## config.mk

```make
export PLATFORM = sky130hd
export DESIGN_NAME = blink_multi
export DESIGN_NICKNAME = d
export VERILOG_FILES = /design/src/rtl/blink_multi_pkg.sv /design/src/rtl/blink_multi_channel.sv /design/src/rtl/blink_multi.sv
export SDC_FILE = /design/constraint.sdc
export NUM_CORES = 1
export LEC_CHECK = 0
export CAP_MARGIN = 10
export CORE_MARGIN = 2
export CORE_UTILIZATION = 55
export CTS_BUF_LIST = sky130_fd_sc_hd__clkbuf_4 sky130_fd_sc_hd__clkbuf_8
export CTS_CLUSTER_DIAMETER = 200
export CTS_CLUSTER_SIZE = 28
export DETAILED_ROUTE_END_ITERATION = 10
export MAX_ROUTING_LAYER = met4
export PLACE_DENSITY = 0.73
export SYNTH_ARGS = -nofsm -noshare
export SYNTH_HDL_FRONTEND = slang
export SYNTH_SLANG_ARGS = --single-unit
```

## constraint.sdc

```tcl
create_clock -name clock -period 4.6 [get_ports clock]
set_clock_uncertainty 0.1 [all_clocks]
set_input_delay 1.38 -clock clock [delete_from_list [all_inputs] [get_ports clock]]
set_output_delay 1.38 -clock clock [all_outputs]
set_load 0.01 [all_outputs]
```

## src/rtl/blink_multi_pkg.sv

```systemverilog
// Shared definitions for the multi-channel LED pattern generator.
// Mode encoding matches the 2-bit cfg_mode field of the config port.
package blink_multi_pkg;

  localparam int MODE_W = 2;

  typedef enum logic [MODE_W-1:0] {
    MODE_OFF     = 2'b00,
    MODE_ON      = 2'b01,
    MODE_BLINK   = 2'b10,
    MODE_ONESHOT = 2'b11
  } mode_e;

endpackage

```

## src/rtl/blink_multi_channel.sv

```systemverilog
// One LED channel: holds mode/period/duty, runs its phase counter on prescaler
// ticks and drives a registered led/busy pair one clock behind its state.
module blink_channel
  import blink_multi_pkg::*;
#(
  parameter int PERIOD_W = 12
) (
  input  logic                clock,
  input  logic                reset,
  input  logic                tick,
  input  logic                wr_en,
  input  logic [MODE_W-1:0]   mode,
  input  logic [PERIOD_W-1:0] period,
  input  logic [PERIOD_W-1:0] duty,
  output logic                led,
  output logic                busy
);

  localparam logic [PERIOD_W-1:0] ONE = PERIOD_W'(1);

  mode_e               mode_q, mode_d;
  logic [PERIOD_W-1:0] period_q, period_d;
  logic [PERIOD_W-1:0] duty_q, duty_d;
  logic [PERIOD_W-1:0] phase_q, phase_d;
  logic [PERIOD_W-1:0] pe;
  logic                led_q, led_d;
  logic                busy_q, busy_d;
  logic                expire;

  assign pe = (period_q == '0) ? ONE : period_q;
  // A one-shot ends on the tick that would carry phase up to duty; led and busy drop on that same edge.
  assign expire = (mode_q == MODE_ONESHOT) && tick && ((phase_q + ONE) >= duty_q);

  always_ff @(posedge clock) begin
    if (reset) begin
      mode_q   <= MODE_OFF;
      period_q <= '0;
      duty_q   <= '0;
      phase_q  <= '0;
      led_q    <= 1'b0;
      busy_q   <= 1'b0;
    end else begin
      mode_q   <= mode_d;
      period_q <= period_d;
      duty_q   <= duty_d;
      phase_q  <= phase_d;
      led_q    <= led_d;
      busy_q   <= busy_d;
    end
  end

  // A config write always wins over a coincident tick.
  always_comb begin
    mode_d   = mode_q;
    period_d = period_q;
    duty_d   = duty_q;
    phase_d  = phase_q;
    if (wr_en) begin
      mode_d   = mode_e'(mode);
      period_d = period;
      duty_d   = duty;
      phase_d  = '0;
    end else begin
      case (mode_q)
        MODE_OFF: phase_d = '0;
        MODE_BLINK: begin
          if (tick) phase_d = (phase_q >= pe - ONE) ? '0 : phase_q + ONE;
        end
        MODE_ONESHOT: begin
          if ((phase_q >= duty_q) || expire) begin
            mode_d  = MODE_OFF;
            phase_d = '0;
          end else if (tick) begin
            phase_d = phase_q + ONE;
          end
        end
        default: ;
      endcase
    end
  end

  always_comb begin
    led_d  = 1'b0;
    busy_d = 1'b0;
    case (mode_q)
      MODE_ON:    led_d = 1'b1;
      MODE_BLINK: led_d = (phase_q < duty_q);
      MODE_ONESHOT: begin
        busy_d = (phase_q < duty_q) && !expire;
        led_d  = busy_d;
      end
      default: ;
    endcase
  end

  assign led  = led_q;
  assign busy = busy_q;

endmodule

```

## src/rtl/blink_multi.sv

```systemverilog
// N-channel LED pattern generator: shared tick prescaler, config decode and
// error flag, plus one blink_channel per LED.
module blink_multi
  import blink_multi_pkg::*;
#(
  parameter int  CLOCK_FREQ = 24_000_000,
  parameter int  TICK_HZ    = 1_000,
  parameter int  CHANNELS   = 4,
  parameter int  PERIOD_W   = 12,
  localparam int CW         = (CHANNELS > 1) ? $clog2(CHANNELS) : 1
) (
  input  logic                clock,
  input  logic                reset,
  input  logic                cfg_valid,
  output logic                cfg_ready,
  input  logic [CW-1:0]       cfg_chan,
  input  logic [MODE_W-1:0]   cfg_mode,
  input  logic [PERIOD_W-1:0] cfg_period,
  input  logic [PERIOD_W-1:0] cfg_duty,
  output logic                cfg_err,
  output logic [CHANNELS-1:0] busy,
  output logic [CHANNELS-1:0] led
);

  localparam int          DIV      = CLOCK_FREQ / TICK_HZ;
  localparam int          PW       = $clog2(DIV);
  localparam logic [CW:0] CHAN_LIM = CHANNELS[CW:0];

  logic [PW-1:0]       cnt_q, cnt_d;
  logic                tick;
  logic                cfg_ready_q;
  logic                cfg_err_q, cfg_err_d;
  logic                wr;
  logic                chan_ok;
  logic [CHANNELS-1:0] wr_en;

  assign tick  = (cnt_q == PW'(DIV - 1));
  assign cnt_d = tick ? '0 : cnt_q + PW'(1);

  // Valid/ready: a write is taken on any edge where cfg_valid and cfg_ready are both high.
  assign wr        = cfg_valid && cfg_ready_q;
  assign chan_ok   = ({1'b0, cfg_chan} < CHAN_LIM);
  assign cfg_err_d = wr && !chan_ok;

  always_ff @(posedge clock) begin
    if (reset) begin
      cnt_q       <= '0;
      cfg_ready_q <= 1'b0;
      cfg_err_q   <= 1'b0;
    end else begin
      cnt_q       <= cnt_d;
      cfg_ready_q <= 1'b1;
      cfg_err_q   <= cfg_err_d;
    end
  end

  assign cfg_ready = cfg_ready_q;
  assign cfg_err   = cfg_err_q;

  for (genvar i = 0; i < CHANNELS; i++) begin : g_chan
    assign wr_en[i] = wr && (cfg_chan == CW'(i));

    blink_channel #(
      .PERIOD_W(PERIOD_W)
    ) u_chan (
      .clock (clock),
      .reset (reset),
      .tick  (tick),
      .wr_en (wr_en[i]),
      .mode  (cfg_mode),
      .period(cfg_period),
      .duty  (cfg_duty),
      .led   (led[i]),
      .busy  (busy[i])
    );
  end

endmodule
```

After elaboration in Yosys (flattened, before gate mapping) --
Cells that the tools add are included.
Storage, ports and cells: RAM bits 0, memories kept 0, word-level logic and storage cells 183, flip-flop bits (word level) 176, memory bits (read-only) 0, latch bits 0, output and inout bits 10, input bits 31
Operators by class: div/mod/pow operators 0, add/subtract/negate cells 9, multipliers 0, reductions and logical operators 63, shifts and indexed selects 0, equality and inequality tests 24, multiplexer cells 41, bitwise logic cells 4, $lt $le $gt $ge 16
Operators with widths (count):
- $mux W12 | 20
- $ge A12 B12 Y1 | 12
- $pmux W12 S3 | 4
- $add A12 B1 Y12 const B | 4
- $logic_not A12 Y1 | 4
- $lt A12 B12 Y1 | 4
- $sub A12 B1 Y12 const B | 4
- $mux W2 | 12
- $eq A2 B2 Y1 const B | 10
- $reduce_or A2 Y1 | 9
- $logic_and A1 B1 Y1 | 17
- $reduce_bool A2 Y1 | 8
- $add A15 B1 Y15 const B | 1
- $eq A15 B15 Y1 const B | 1
- $pmux W1 S3 | 4
- $reduce_and A3 Y1 | 4
- $reduce_bool A3 Y1 | 4
- $eq A2 B1 Y1 const B | 5
- $logic_not A2 Y1 | 5
- $ne A3 B3 Y1 const B | 3
- $reduce_and A2 Y1 | 4
- $ne A2 B2 Y1 const B | 3
- $logic_not A1 Y1 | 4
- $logic_or A1 B1 Y1 | 4
- 4 further kinds | 7

Logic depth before layout (Yosys ltp) --
Gate-level depths: netlist (run 1).
word-level depth 7, mapped depth 18, gate-level depth less buffers 17

Modules after synthesis --
From an unflattened synthesis (run 1), not the netlist that was laid out.
Second synthesis, totals: cell total of the unflattened synthesis 1359, area total of the unflattened synthesis 12005.3 um^2
By module, submodules not included:
- blink_channel at g_chan[0].u_chan ... | instances 3, area each 2844.0 um^2, cells each 322, sequential area each 800.8 um^2
- blink_channel at g_chan[1].u_chan | instances 1, area each 2731.4 um^2, cells each 305, sequential area each 800.8 um^2
- blink_multi | instances 1, area each 742.0 um^2, cells each 88, sequential area each 320.3 um^2

Worst setup path before layout (run 1) --
Ideal clock, no wire load.
kind register -> register, start point register g_chan[0].u_chan.period_q[7], end point register g_chan[0].u_chan.phase_q[5], library setup time 0.074 ns, stages on the path, launching flop included 18, data required time 4.426 ns, clock period less this slack 3.561 ns, data arrival time 3.386 ns, buffers on the path 1, slack 1.039 ns, cells stage by stage dfxtp_1 -> nor4_1 -> a41oi_1 -> nor3b_1 -> nand2_1 -> or3_1 -> nor3_1 -> xnor2_1 -> ha_1 -> a21oi_1 -> nor2b_1 -> o21ai_0 -> nor4bb_1 -> o21ai_0 -> o31ai_4 -> buf_2 -> nand3_1 -> a31oi_1
Between the ends: longest elaborated chain between the ends 7
Ends and longest elaborated chain:
- start, declared | line blink_multi_channel.sv:22 | logic [PERIOD_W-1:0] period_q, period_d;
- start signal, assigned | line blink_multi_channel.sv:44 | period_q <= period_d;
- $logic_not A12 Y1 | line blink_multi_channel.sv:30 | assign pe = (period_q == '0) ? ONE : period_q;
- $mux W12 * | line blink_multi_channel.sv:30
- $sub A12 B1 Y12 * | line blink_multi_channel.sv:67 | if (tick) phase_d = (phase_q >= pe - ONE) ? '0 : phase_q + ONE;
- $ge A12 B12 Y1 * | line blink_multi_channel.sv:67
- $mux W12 * (2 in a row) | line blink_multi_channel.sv:67
- $pmux W12 S3 * | line blink_multi_channel.sv:64 | case (mode_q)
- end signal, assigned | line blink_multi_channel.sv:46 | phase_q <= phase_d;
- end, declared | line blink_multi_channel.sv:24 | logic [PERIOD_W-1:0] phase_q, phase_d;
Every way passes the cells marked *; elsewhere a longest branch is shown, timed or not. The select of a mux whose other input is x is not followed. A chain may end at the register's enable or synchronous reset.

Worst setup path in the final report (run 1) --
start point register g_chan[0].u_chan.period_q[7], end point register g_chan[0].u_chan.phase_q[2]
The elaborated chain is that of the path after synthesis.

==> results of run 1 <==
==> cell usage after synthesis, drive strengths merged, types with 6 or more instances <==
cell type | count | area, sq um
a21o | 32 | 240
a211oi | 10 | 75.1
nor4 | 17 | 106
inv | 62 | 233
dfxtp | 176 | 3520
or4 | 6 | 48.8
and2 | 6 | 37.5
and3 | 12 | 75.1
xor2 | 35 | 307
buf | 17 | 113
nor3 | 31 | 155
nand4 | 25 | 163
nand3 | 76 | 385
a31oi | 17 | 106
nor2 | 82 | 308
nand2 | 304 | 1140
o21ai | 41 | 213
clkbuf | 44 | 165
and4 | 7 | 61.3
a21oi | 160 | 801
nor2b | 22 | 138
xnor2 | 52 | 455
nand2b | 10 | 62.6
ha | 153 | 1910
==> cells by family after synthesis <==
logic type | Yosys count | synth area share
fa+ha+maj | 153 | 0.166
other cells | 1 | 0.000326
xor+xnor | 87 | 0.0662
simple gates | 620 | 0.248
flops | 176 | 0.306
buf+inv | 123 | 0.0444
mux | 2 | 0.00174
compound gates | 311 | 0.167
==> routing by layer <==
layer  track usage  vias to the layer above  wire, um  part of all wire
li1              -                     5164         -                 -
met1         0.360                     4707     13500              0.46
met2         0.447                      242     13600              0.46
met3        0.0460                       60      1480             0.050
met4        0.0957                        0       903             0.031
met5             -                        -         0                 0
==> state kept, by name, indices dropped and copies added, names as in the netlist <==
signal / count
g_chan.u_chan.duty_q: 48
g_chan.u_chan.period_q: 48
g_chan.u_chan.phase_q: 48
cnt_q: 15
g_chan.u_chan.mode_q: 8
g_chan.u_chan.busy: 4
g_chan.u_chan.led: 4
cfg_ready: 1
==> layout make-up <==
cell class / instances / share of cell area
multi-input cells: 1174 / 0.600
inverters: 62 / 0.0186
flip-flops and latches: 176 / 0.282
clock buffers: 18 / 0.0198
clock inverters: 14 / 0.0144
repair buffers: 50 / 0.0377
well taps: 270 / 0.0271
==> per-stage QoR <==
step | total power [mW] | area [sq um] | utilization | instances | hold WS [ns]
floorplan | 1.95 | 11500 | - | 1473 | 0.330
global placement | 2.08 | 12000 | 0.592 | 1732 | 0.343
detailed placement | 2.10 | 12000 | 0.592 | 1732 | 0.346
CTS | 3.26 | 12500 | 0.613 | 1764 | 0.359
global route | 3.39 | 12500 | 0.613 | 1764 | 0.372
finish | 3.25 | 12500 | 0.613 | 1764 | 0.359
==> power breakdown <==
group          leakage [nW]  internal (mW)  switching [mW]  total (mW)
registers              1.42           1.55          0.0217        1.57
clock network         0.204          0.559           0.619        1.18
logic                  3.31          0.206           0.297       0.503
==> worst max-delay path by stage <==
stage / startpoint / endpoint / slack (ns)
floorplan: g_chan[0].u_chan.period_q[7] / g_chan[0].u_chan.phase_q[5] / 1.04
global placement: g_chan[2].u_chan.period_q[7] / g_chan[2].u_chan.phase_q[3] / 0.73
detailed placement: g_chan[1].u_chan.phase_q[2] / g_chan[1].u_chan.phase_q[5] / 0.55
CTS: g_chan[0].u_chan.period_q[7] / g_chan[0].u_chan.phase_q[2] / 0.44
global route: g_chan[1].u_chan.phase_q[2] / g_chan[1].u_chan.phase_q[5] / 0.09
finish: g_chan[0].u_chan.period_q[7] / g_chan[0].u_chan.phase_q[2] / 0.44
==> timing repair <==
item                       CTS  global route
hold endpoints to repair     0             0
resized for setup            0             1
setup buffers                0             0
setup endpoints to repair    0             7
==> worst max-delay path: stages, from the launching register on <==
cell and delay (ns):
dfxtp_1 0.47, nor4_1 0.11, a41oi_2 0.27, nor3b_1 0.34, nand2_1 0.13, or3_1 0.39, nor3_1 0.19, xnor2_1 0.18
ha_1 0.29, a21oi_1 0.20, nor2b_1 0.09, o21ai_0 0.14, nor4bb_1 0.37, o21ai_0 0.22, o31ai_4 0.24, nand3b_1 0.18
a31oi_1 0.19
==> results.yml, run 1 <==
critical_path:
  critPathLaunchType: "flip-flop"
  arrival_ns: 4.47
  critPathCaptureType: "flip-flop"
  regToRegSetupSlack_ns: 0.44
  r2r_end: "g_chan[0].u_chan.phase_q[2]"
  rr_worst_depth: 16
  r2r-start: "g_chan[0].u_chan.period_q[7]"
  worst_ep_required_time_ns: 4.91
  crit_type: "flip-flop to flip-flop"
  path_max_fanout: 19
timing:
  finalCriticalPeriod_ns: 4.16
  worst_slack_ns: 0.445
  worstMarginPinSlew_ns: 0.952
  finalMaxSlewViolations: 0
  finalCritPeriodShare: 0.903
  fmax_mhz: 241
  setup_viol: 0
  slew_headroom: 0.364
  finalHoldViolations: 0
  tns_ns: 0
  rsz0062_at_grt: "no"
synthesis:
  ys_warn_count: 0
  syn_area_per_cell_sq_um: 7.81
  syn_area_sq_um: 11500
  async_flop_share: 0
  netlist_instances: 1473
  ys_seq_elements: 176
  yosysUniqueCellTypes: 66
  ys_seq_area_frac: 0.306
  syn-num-nets: 1657
  synth_edf_count: 0
  ys.flop_type: "dfxtp_1"
placement:
  gp_congestion: 0.879
  io_buffers: 39
  post-dp-hpwl_um: 21400
  post-place-ws_ns: 0.552
clock_tree:
  cts-root-buf: "clkbuf_8"
  clock_latency_ns: 0.48
  h-tree-depth: 4
  numCtsBuffers: 17
  cts.path.max_buffers: 2
  cts_sinks: 176
  clkTransAtPathRegs_ns: 0.10
  cts_tree: "done"
  cts_hold_buf: 0
routing:
  drt_iter0_drc: 574
  wl_um: 29400
  ant_nets: 0
  wire_per_inst_um: 16.7
  vias: 10173
  drc: 0
  dr.pass1.iters: 6
  via_per_inst: 5.77
cells_and_area:
  nets: 1665
  drive_above_1_share: 0.0442
  areaGrowthSynthToFinish_pct: 8.50
  seqCellArea_sq_um: 3520
  multiInputGateArea_sq_um: 7490
  fillers: 1830
  final_cell_mix: "304 x nand2_1, 176 x dfxtp_1, 160 x a21oi_1, 153 x ha_1, 81 x nor2_1"
  final_common_cell: "nand2_1"
  antenna_cells: 0
global_route:
  grt_max_degree: 83
  grt_pass1_vias: 9532
  grt_antenna_before_repair: 0
  grtUsageTotal: 0.279
  grt_pass1_wl_um: 47700
  grt_overflow: 0
min_path:
  hp-class: "flip-flop to flip-flop"
  hold_path_end: "g_chan[1].u_chan.duty_q[11]"
  hold_depth: 2
  worstHoldStart: "g_chan[1].u_chan.duty_q[11]"
outcome:
  status: "complete, no violations"
floorplan:
  die_area_sq_um: 22100
  initial_utilization: 0.565
  num_rows: 52
  ios: 41
  die_w_um: 149
  core_sq_um: 20400
  dieHeight_um: 149
pwr:
  irDropWorstVdd_v: 0.000191
  power_density_nw_per_um2: 260
  p_leak_nw: 4.93
job:
  cap_violations: 0
No activity file was read; power rests on OpenSTA's default activity.
==> run 2, diff against run 1 <==
--- a/config.mk
+++ b/config.mk
@@ -7,13 +7,12 @@
 export LEC_CHECK = 0
 export CAP_MARGIN = 10
 export CORE_MARGIN = 2
-export CORE_UTILIZATION = 55
+export CORE_UTILIZATION = 35
 export CTS_BUF_LIST = sky130_fd_sc_hd__clkbuf_4 sky130_fd_sc_hd__clkbuf_8
 export CTS_CLUSTER_DIAMETER = 200
 export CTS_CLUSTER_SIZE = 28
 export DETAILED_ROUTE_END_ITERATION = 10
 export MAX_ROUTING_LAYER = met4
-export PLACE_DENSITY = 0.73
 export SYNTH_ARGS = -nofsm -noshare
 export SYNTH_HDL_FRONTEND = slang
 export SYNTH_SLANG_ARGS = --single-unit
==> results.yml, run 2 (same netlist as run 1, synthesis figures left out) <==
timing:
  setup_viol: 0
  finalCritPeriodShare: 0.906
  finalHoldViolations: 0
  slew_headroom: 0.382
  finalMaxSlewViolations: 0
  fmax_mhz: 240
  tns_ns: 0
  rsz0062_at_grt: "no"
  worstMarginPinSlew_ns: 0.924
  finalCriticalPeriod_ns: 4.17
pwr:
  irDropWorstVdd_v: 0.000176
  power_density_nw_per_um2: 245
  total_power_mw: 3.09
  p_leak_nw: 4.91
clock_tree:
  numCtsBuffers: 17
  cts-root-buf: "clkbuf_8"
  clkTransAtPathRegs_ns: 0.10
  cts.path.max_buffers: 2
  post_cts_resized: 0
  cts_tree: "done"
  cts_sinks: 176
  postCtsSetupRepairBufs: 0
  clock_latency_ns: 0.47
  cts_hold_buf: 0
  h-tree-depth: 4
floorplan:
  num_rows: 66
  core_sq_um: 32500
  die_area_sq_um: 34300
  ios: 41
  die_w_um: 185
  initial_utilization: 0.355
  dieHeight_um: 185
routing:
  drt_iter0_drc: 743
  wire_per_inst_um: 15.9
  drc: 0
  vias: 10104
  via_per_inst: 5.22
  dr.pass1.iters: 5
  ant_nets: 0
  wl_um: 30800
global_route:
  grt_antenna_before_repair: 0
  grt_max_degree: 69
  grtUsageTotal: 0.192
  grt_overflow: 0
  grt_pass1_wl_um: 50500
  grt_pass1_vias: 9647
placement:
  io_buffers: 39
  gp_congestion: 0.888
  post-dp-hpwl_um: 22900
cells_and_area:
  largestRegisters: "g_chan.u_chan.duty_q x48, g_chan.u_chan.period_q x48, g_chan.u_chan.phase_q x48"
  drive_above_1_share: 0.0441
  finish.utilization: 0.389
  final_common_cell: "nand2_1"
  antenna_cells: 0
  nets: 1666
  areaGrowthSynthToFinish_pct: 9.73
  final_cell_mix: "304 x nand2_1, 176 x dfxtp_1, 160 x a21oi_1, 153 x ha_1, 81 x nor2_1"
job:
  cap_violations: 0
outcome:
  status: "complete, no violations"
critical_path:
  path_max_fanout: 9
  crit_top_cell: "nand3_1"
  worstPathCellList: "nand3_1 > nor2_1 > nand3_1 > inv_1 > nand3_1 > or2_2 > nand2_1 > ha_1 > a21o_1 > a21o_1 > a221oi_1 > o211ai_1 > o21ai_2 > nand3_2 > o31ai_1"
  arrival_ns: 4.45
  crit_type: "flip-flop to flip-flop"
  critPathCaptureType: "flip-flop"
  slowest_delay_ns: 0.48
  worst-path-buf-inv: 1
  worst_ep_required_time_ns: 4.88
  critPathLaunchType: "flip-flop"
  slowest_stage: "dfxtp_1"
  critPathTopFamily: "compound AO/OA/AOI/OAI gates"
  regToRegSetupSlack_ns: 0.43
min_path:
  hp-class: "flip-flop to flip-flop"
## run 2: cell count changes in the layout (fill, tap and decap cells not counted), sizes merged
cell	delta
buf	+1
bufinv	-3
clkbuf	+1
clkinv	+2
clkinvlp	-1
inv	+1
## run 2: worst reg2reg max path: stages (launching register included)
cell      delay, ns
dfxtp_1        0.48
nand3_1        0.21
nor2_1         0.32
nand3_1        0.20
inv_1          0.13
nand3_1        0.14
or2_2          0.33
nand2_1        0.11
ha_1           0.24
a21o_1         0.17
a21o_1         0.18
a221oi_1       0.44
o211ai_1       0.20
o21ai_2        0.38
nand3_2        0.21
o31ai_1        0.26
## run 2: layer usage
metal,part of all wire,vias up,GRT usage
li1,-,5165,-
met1,0.47,4713,0.240
met2,0.48,181,0.313
met3,0.028,45,0.0295
met4,0.029,0,0.0676
met5,0,-,-
## run 2: report_power, final
part	switching, mW	leakage, nW	internal [mW]	total [mW]
Clock	0.632	0.176	0.395	1.03
Sequential	0.0209	1.42	1.55	1.57
Combinational	0.295	3.31	0.204	0.499
## run 2: final timing paths
check / start / endpoint / cells past startpoint
max: g_chan[2].u_chan.phase_q[2] / g_chan[2].u_chan.phase_q[4] / 15
min: g_chan[3].u_chan.duty_q[7] / g_chan[3].u_chan.duty_q[7] / 2
max reg2reg: g_chan[2].u_chan.phase_q[2] / g_chan[2].u_chan.phase_q[4] / 15
min reg2reg: g_chan[3].u_chan.duty_q[7] / g_chan[3].u_chan.duty_q[7] / 2
## run 2: cell type report
type | instances | area (sq um)
inverters | 62 | 233
multi-input cells | 1174 | 7480
clock inverters | 13 | 105
fillers | 3317 | 19800
well taps | 442 | 553
clock buffers | 19 | 249
repair buffers | 51 | 478
flip-flops and latches | 176 | 3520
## run 2: stage by stage
step                      instance area [sq um]  std cells  setup WS (ns)  hold WS, ns
final                                     12600       1937          0.432        0.358
after global routing                      12600       1937         0.0489        0.384
after CTS                                 12600       1937          0.461        0.359
after detailed placement                  12300       1905          0.489        0.346
after global placement                    12300       1905          0.624        0.342
after floorplan                           11500       1473           1.04        0.330
